File: src/rtl/mc_ctrl_pkg.sv
// mc_ctrl_pkg: shared encodings for the multicycle MIPS control unit.
// Rev 1.0 - initial release.
`default_nettype none

package mc_ctrl_pkg;

  typedef enum logic [3:0] {
    S_FETCH  = 4'd0,
    S_DECODE = 4'd1,
    S_MEMADR = 4'd2,
    S_MEMRD  = 4'd3,
    S_MEMWB  = 4'd4,
    S_MEMWR  = 4'd5,
    S_EXEC   = 4'd6,
    S_ALUWB  = 4'd7,
    S_BRANCH = 4'd8,
    S_ADDIEX = 4'd9,
    S_ADDIWB = 4'd10,
    S_JUMP   = 4'd11,
    S_TRAP   = 4'd12
  } state_t;

  typedef enum logic [1:0] {
    ALU_MODE_ADD   = 2'd0,
    ALU_MODE_SUB   = 2'd1,
    ALU_MODE_FUNCT = 2'd2
  } alu_mode_t;

  localparam logic [5:0] OP_RTYPE = 6'b000000;
  localparam logic [5:0] OP_LW    = 6'b100011;
  localparam logic [5:0] OP_SW    = 6'b101011;
  localparam logic [5:0] OP_BEQ   = 6'b000100;
  localparam logic [5:0] OP_BNE   = 6'b000101;
  localparam logic [5:0] OP_ADDI  = 6'b001000;
  localparam logic [5:0] OP_J     = 6'b000010;

  localparam logic [5:0] FN_ADD = 6'b100000;
  localparam logic [5:0] FN_SUB = 6'b100010;
  localparam logic [5:0] FN_AND = 6'b100100;
  localparam logic [5:0] FN_OR  = 6'b100101;
  localparam logic [5:0] FN_SLT = 6'b101010;

  localparam logic [2:0] ALU_ADD = 3'b010;
  localparam logic [2:0] ALU_SUB = 3'b110;
  localparam logic [2:0] ALU_AND = 3'b000;
  localparam logic [2:0] ALU_OR  = 3'b001;
  localparam logic [2:0] ALU_SLT = 3'b111;

  localparam logic [1:0] SRCB_REG     = 2'b00;
  localparam logic [1:0] SRCB_FOUR    = 2'b01;
  localparam logic [1:0] SRCB_SEXT    = 2'b10;
  localparam logic [1:0] SRCB_SEXT_SH = 2'b11;

  localparam logic [1:0] PCSRC_ALU    = 2'b00;
  localparam logic [1:0] PCSRC_ALUOUT = 2'b01;
  localparam logic [1:0] PCSRC_JUMP   = 2'b10;
  localparam logic [1:0] PCSRC_TRAP   = 2'b11;

  function automatic logic is_known_funct(input logic [5:0] f);
    return (f == FN_ADD) || (f == FN_SUB) || (f == FN_AND) ||
           (f == FN_OR)  || (f == FN_SLT);
  endfunction

endpackage

`default_nettype wire

File: src/rtl/mc_alu_decode.sv
// mc_alu_decode: maps ALU mode and R-type funct to a zero-extended ALU control code.
// Rev 1.0 - initial release.
`default_nettype none

module mc_alu_decode
  import mc_ctrl_pkg::*;
#(
  parameter int ALUCTRL_W = 3
) (
  input  alu_mode_t              mode,
  input  logic [5:0]             funct,
  output logic [ALUCTRL_W-1:0]   alu_ctrl
);

  logic [2:0] code;

  always_comb begin
    code = ALU_ADD;
    case (mode)
      ALU_MODE_SUB: code = ALU_SUB;
      ALU_MODE_FUNCT: begin
        case (funct)
          FN_SUB:  code = ALU_SUB;
          FN_AND:  code = ALU_AND;
          FN_OR:   code = ALU_OR;
          FN_SLT:  code = ALU_SLT;
          default: code = ALU_ADD;  // unknown funct executes as add
        endcase
      end
      default: code = ALU_ADD;
    endcase
  end

  assign alu_ctrl = ALUCTRL_W'(code);

endmodule

`default_nettype wire

File: src/rtl/mc_control_fsm.sv
// mc_control_fsm: multicycle MIPS control FSM with memory wait handshake and timeout flag.
// Optional MC_ILLEGAL_TRAP_EN routes unknown opcodes/functs to TRAP. Rev 1.0.
`default_nettype none

module mc_control_fsm
  import mc_ctrl_pkg::*;
#(
  parameter int ALUCTRL_W = 3,
  parameter int WAIT_W    = 4,
  parameter int MAX_WAIT  = 15
) (
  input  logic                 clk,
  input  logic                 reset,
  input  logic [5:0]           Op,
  input  logic [5:0]           Funct,
  input  logic                 Zero,
  input  logic                 mem_ready,
  output logic                 mem_req,
  output logic                 IorD,
  output logic                 RegDst,
  output logic                 MemtoReg,
  output logic                 ALUSrcA,
  output logic [1:0]           ALUSrcB,
  output logic [1:0]           PCSource,
  output logic                 IRWrite,
  output logic                 MEMWRITE,
  output logic                 RegWrite,
  output logic                 PCEn,
  output logic [ALUCTRL_W-1:0] ALUCtrl,
  output logic [3:0]           state_o,
  output logic                 mem_timeout
);

  localparam logic [WAIT_W-1:0] WAIT_MAX = WAIT_W'(MAX_WAIT);

  state_t            state, state_next;
  logic [WAIT_W-1:0] wait_cnt, wait_cnt_next;
  logic              waiting;
  alu_mode_t         alu_mode;
  logic              mem_req_raw, ir_write_raw, mem_write_raw, reg_write_raw, pc_en_raw;

  mc_alu_decode #(.ALUCTRL_W(ALUCTRL_W)) u_alu_decode (
    .mode     (alu_mode),
    .funct    (Funct),
    .alu_ctrl (ALUCtrl)
  );

  always_ff @(posedge clk) begin
    if (reset) begin
      state       <= S_FETCH;
      wait_cnt    <= '0;
      mem_timeout <= 1'b0;
    end else begin
      state    <= state_next;
      wait_cnt <= wait_cnt_next;
      if (waiting && wait_cnt_next == WAIT_MAX)
        mem_timeout <= 1'b1;
    end
  end

  assign waiting = ((state == S_FETCH) || (state == S_MEMRD) || (state == S_MEMWR)) && !mem_ready;

  always_comb begin
    wait_cnt_next = wait_cnt;
    if (state_next != state)
      wait_cnt_next = '0;
    else if (waiting && wait_cnt != WAIT_MAX)
      wait_cnt_next = wait_cnt + 1'b1;
  end

  always_comb begin
    state_next    = state;
    mem_req_raw   = 1'b0;
    ir_write_raw  = 1'b0;
    mem_write_raw = 1'b0;
    reg_write_raw = 1'b0;
    pc_en_raw     = 1'b0;
    IorD          = 1'b0;
    RegDst        = 1'b0;
    MemtoReg      = 1'b0;
    ALUSrcA       = 1'b0;
    ALUSrcB       = SRCB_REG;
    PCSource      = PCSRC_ALU;
    alu_mode      = ALU_MODE_ADD;

    case (state)
      S_FETCH: begin
        mem_req_raw  = 1'b1;
        ALUSrcB      = SRCB_FOUR;
        ir_write_raw = mem_ready;
        pc_en_raw    = mem_ready;
        if (mem_ready) state_next = S_DECODE;
      end
      S_DECODE: begin
        ALUSrcB = SRCB_SEXT_SH;
        case (Op)
          OP_RTYPE:      state_next = S_EXEC;
          OP_LW, OP_SW:  state_next = S_MEMADR;
          OP_BEQ, OP_BNE: state_next = S_BRANCH;
          OP_ADDI:       state_next = S_ADDIEX;
          OP_J:          state_next = S_JUMP;
`ifdef MC_ILLEGAL_TRAP_EN
          default:       state_next = S_TRAP;
`else
          default:       state_next = S_FETCH;
`endif
        endcase
      end
      S_MEMADR: begin
        ALUSrcA = 1'b1;
        ALUSrcB = SRCB_SEXT;
        if (Op == OP_LW)      state_next = S_MEMRD;
        else if (Op == OP_SW) state_next = S_MEMWR;
        else                  state_next = S_FETCH;
      end
      S_MEMRD: begin
        mem_req_raw = 1'b1;
        IorD        = 1'b1;
        if (mem_ready) state_next = S_MEMWB;
      end
      S_MEMWB: begin
        MemtoReg      = 1'b1;
        reg_write_raw = 1'b1;
        state_next    = S_FETCH;
      end
      S_MEMWR: begin
        mem_req_raw   = 1'b1;
        IorD          = 1'b1;
        mem_write_raw = 1'b1;
        if (mem_ready) state_next = S_FETCH;
      end
      S_EXEC: begin
        ALUSrcA    = 1'b1;
        alu_mode   = ALU_MODE_FUNCT;
`ifdef MC_ILLEGAL_TRAP_EN
        state_next = is_known_funct(Funct) ? S_ALUWB : S_TRAP;
`else
        state_next = S_ALUWB;
`endif
      end
      S_ALUWB: begin
        RegDst        = 1'b1;
        reg_write_raw = 1'b1;
        state_next    = S_FETCH;
      end
      S_BRANCH: begin
        ALUSrcA    = 1'b1;
        alu_mode   = ALU_MODE_SUB;
        PCSource   = PCSRC_ALUOUT;
        pc_en_raw  = Op[0] ? ~Zero : Zero;  // bit0 distinguishes bne from beq
        state_next = S_FETCH;
      end
      S_ADDIEX: begin
        ALUSrcA    = 1'b1;
        ALUSrcB    = SRCB_SEXT;
        state_next = S_ADDIWB;
      end
      S_ADDIWB: begin
        reg_write_raw = 1'b1;
        state_next    = S_FETCH;
      end
      S_JUMP: begin
        PCSource   = PCSRC_JUMP;
        pc_en_raw  = 1'b1;
        state_next = S_FETCH;
      end
      S_TRAP: begin
        PCSource   = PCSRC_TRAP;
        pc_en_raw  = 1'b1;
        state_next = S_FETCH;
      end
      default: state_next = S_FETCH;
    endcase
  end

  // Reset kills every enable in the same cycle so an aborted write never lands.
  assign mem_req  = mem_req_raw   & ~reset;
  assign IRWrite  = ir_write_raw  & ~reset;
  assign MEMWRITE = mem_write_raw & ~reset;
  assign RegWrite = reg_write_raw & ~reset;
  assign PCEn     = pc_en_raw     & ~reset;
  assign state_o  = state;

endmodule

`default_nettype wire

File: config.mk
export PLATFORM = sky130hd
export DESIGN_NAME = mc_control_fsm
export DESIGN_NICKNAME = d
export VERILOG_FILES = /design/src/rtl/mc_ctrl_pkg.sv /design/src/rtl/mc_alu_decode.sv /design/src/rtl/mc_control_fsm.sv
export SDC_FILE = /design/constraint.sdc
export NUM_CORES = 1
export LEC_CHECK = 0
export ABC_AREA = 0
export BUFFER_PORTS_ARGS = -buffer_cell sky130_fd_sc_hd__buf_4
export CORE_UTILIZATION = 40
export DETAILED_ROUTE_END_ITERATION = 7
export PLACE_DENSITY_LB_ADDON = 0.12
export REMOVE_ABC_BUFFERS = 1
export SYNTH_ARGS = -nofsm -noshare
export SYNTH_HDL_FRONTEND = slang
export SYNTH_HIERARCHICAL = 1
export SYNTH_SLANG_ARGS = --single-unit
export TNS_END_PERCENT = 50
File: constraint.sdc
create_clock -name clk -period 2.6 [get_ports clk]
set_clock_uncertainty 0.2 [all_clocks]
set_input_delay 0.13 -clock clk [delete_from_list [all_inputs] [get_ports clk]]
set_output_delay 0.13 -clock clk [all_outputs]
set_load 0.01 [all_outputs]
==> qor.yml <==
yosys:
  synthDistinctLibCells: 39
  syn_area_um2: 873.3
  postSynth.asyncResetShare: 0
  synthTopCellsByArea: "dfxtp_1 (21%), nor2_1 (6.4%), xnor2_1 (6.0%)"
  synth-edff-count: 0
  synth-seq-cells: 9
  synth_top_area_frac: 0.2063
  yosys.area.top_type: "dfxtp_1"
  ys_warn_count: 6
  yosysSeqAreaShare: 0.2063
  synth-main-ff-cell: "dfxtp_1"
  syn_area_per_cell_um2: 7.278
  synth_cells: 120
final_layout:
  n_antenna_cell: 0
  area_growth_pct: 42.41
  drive_above_1_share: 0.3000
  postLayoutCoreUtil: 0.6213
  nNetsFinal: 180
  final_common_cell: "buf_4"
  final_cell_mix: "buf_4 (39), nor2_1 (15), nor3_1 (10)"
global_route:
  grt_overflow: 0
  grt_use_total: 0.2043
  grt_pass1_vias: 939
  antenna_found_initial: 0
  grt_max_degree: 17
  grt_pass1_wl_um: 3857
hold_path:
  hp-class: "in2reg"
route:
  detail-route-antenna-nets: 0
  routed-via-count: 1006
  wl_per_cell_um: 12.45
  drt-initial-drc-count: 11
  route.top_layer_used: "met4"
  drc: 0
  routed-wl-met3_um: 107
  dr.pass1.iters: 4
  wl_met2_um: 1216
  wl_um: 2329
  vias_per_cell: 5.380
  drt-met1-wl_um: 994
setup_path:
  crit_path_start_kind: "flip-flop"
  crit_path_max_fanout: 13
  end_kind: "primary output"
  critPathKind: "reg2out"
  required_ns: 2.27
  arrival_ns: 2.06
pwr:
  p_per_area_nw_per_um2: 271.5
  ir_drop_mv: 0.2731
  p_leak_nw: 0.4885
cts:
  clock-root-buffer: "clkbuf_4"
  clockBufferDepth: 2
  post_cts_buffers: 0
  insertion_delay_ns: 0.27
  cts_tree: "built"
  cts_buffers: 3
  clock-sinks: 9
  cts.clk_slew.worst_paths_ns: 0.06
  htreeDepth: 1
sta:
  tns_ns: 0
  slew_viol_final: 0
  slew_headroom: 0.6765
  worst_slew_pin_slew_ns: 0.4846
  fin_crit_sh: 0.9178
  rsz0062_at_grt: "false"
  hold_violations: 0
  finalSetupViolCount: 0
  max_freq_mhz: 419.1
  worst_slack_ns: 0.2138
  final.min_clock_period_ns: 2.386
placed_design:
  port_buffers: 36
  post-place-ws_ns: 0.5014
  gp_congestion: 0.8603
  dp_hpwl_um: 1795
floorplan:
  io_pins: 37
  num_rows: 16
  dieArea_um2: 2374
  die_w_um: 48.73
  initial_utilization: 0.4363
  die_h_um: 48.73
  core_um2: 2002
run_status:
  outcome: "complete, no violations"
run:
  cap_violations: 0
-- per-layer routing --
metal	GRT usage	up-vias
met5	0	-
li1	-	521
met3	0.05660	2
met1	0.2243	456
met4	0.02941	0
met2	0.3912	27
-- through the flow --
step | hold slack, ns | cell area, µm² | power, W | std cells
final | 0.001213 | 1244 | 0.0003377 | 187
after global routing | 0.001846 | 1244 | 0.0003553 | 187
after CTS | 0.002323 | 1237 | 0.0003383 | 187
after detailed placement | 0.1979 | 1171 | 0.0002238 | 179
after global placement | 0.2027 | 1171 | 0.0002230 | 179
after floorplan | -0.0009342 | 844.6 | 0.0001816 | 113
-- cells by family after synthesis --
logic type | share of synthesized area
flops | 0.2063
simple gates | 0.4227
mux | 0.03439
buf+inv | 0.05873
fa+ha+maj | 0.04298
compound gates | 0.1748
xor+xnor | 0.06017
-- cells in the mapped netlist, types with 2 or more instances --
cell type	number
nor2_1	15
nor3_1	10
dfxtp_1	9
nand2_1	8
a21oi_1	6
inv_1	6
xnor2_1	6
nand2b_1	5
a31oi_1	4
clkbuf_1	4
o21ai_0	4
ha_1	3
mux2i_1	3
nor2b_1	3
o22ai_1	3
and2_1	2
buf_2	2
nand4_1	2
nand4b_1	2
nand4bb_1	2
nor3_2	2
nor4b_1	2
-- worst paths after layout --
check,start,to,slack [ns],cells after the start
worst max-delay path,state_o[2],ALUCtrl[2],0.21,6
worst min-delay path,Op[0],state_o[2],0.001,4
worst max register to register,state_o[0],state_o[0],0.37,5
worst min register to register,mem_timeout,mem_timeout,0.28,2
-- cell type report --
cell class	instances	area (µm²)
tap	27	33.78
clock buffer	4	26.28
timing repair buffer	43	332.8
multi-input combinational	98	648.1
fill	210	758.2
inverter	6	22.52
sequential	9	180.2
-- report_power, final --
| group | switching (W) | leakage (nW) | internal [W] |
|---|---|---|---|
| clock | 0.0000521 | 0.0150 | 0.0000594 |
| sequential | 0.00000638 | 0.0730 | 0.000141 |
| combinational | 0.0000352 | 0.401 | 0.0000442 |
| total | 0.0000936 | 0.489 | 0.000244 |
-- what timing repair did --
| action | CTS | global route |
|---|---|---|
| resized for setup | 0 | 1 |
| setup endpoints to repair | 0 | 1 |
| endpoints found under the hold margin | 5 | 0 |
| hold buffers | 4 | 0 |
-- state kept, by name (all words and copies together), names as in the netlist --
name	flops
state_o	4
wait_cnt	4
mem_timeout	1
-- worst max-delay path, stage by stage (launching register included) --
cell and delay, ns:
dfxtp_1 0.56, nand2b_1 0.23, nor2_1 0.19, ha_1 0.28, nand4bb_1 0.24, o22ai_1 0.15
buf_4 0.14
(Power assumes the default switching activity.)
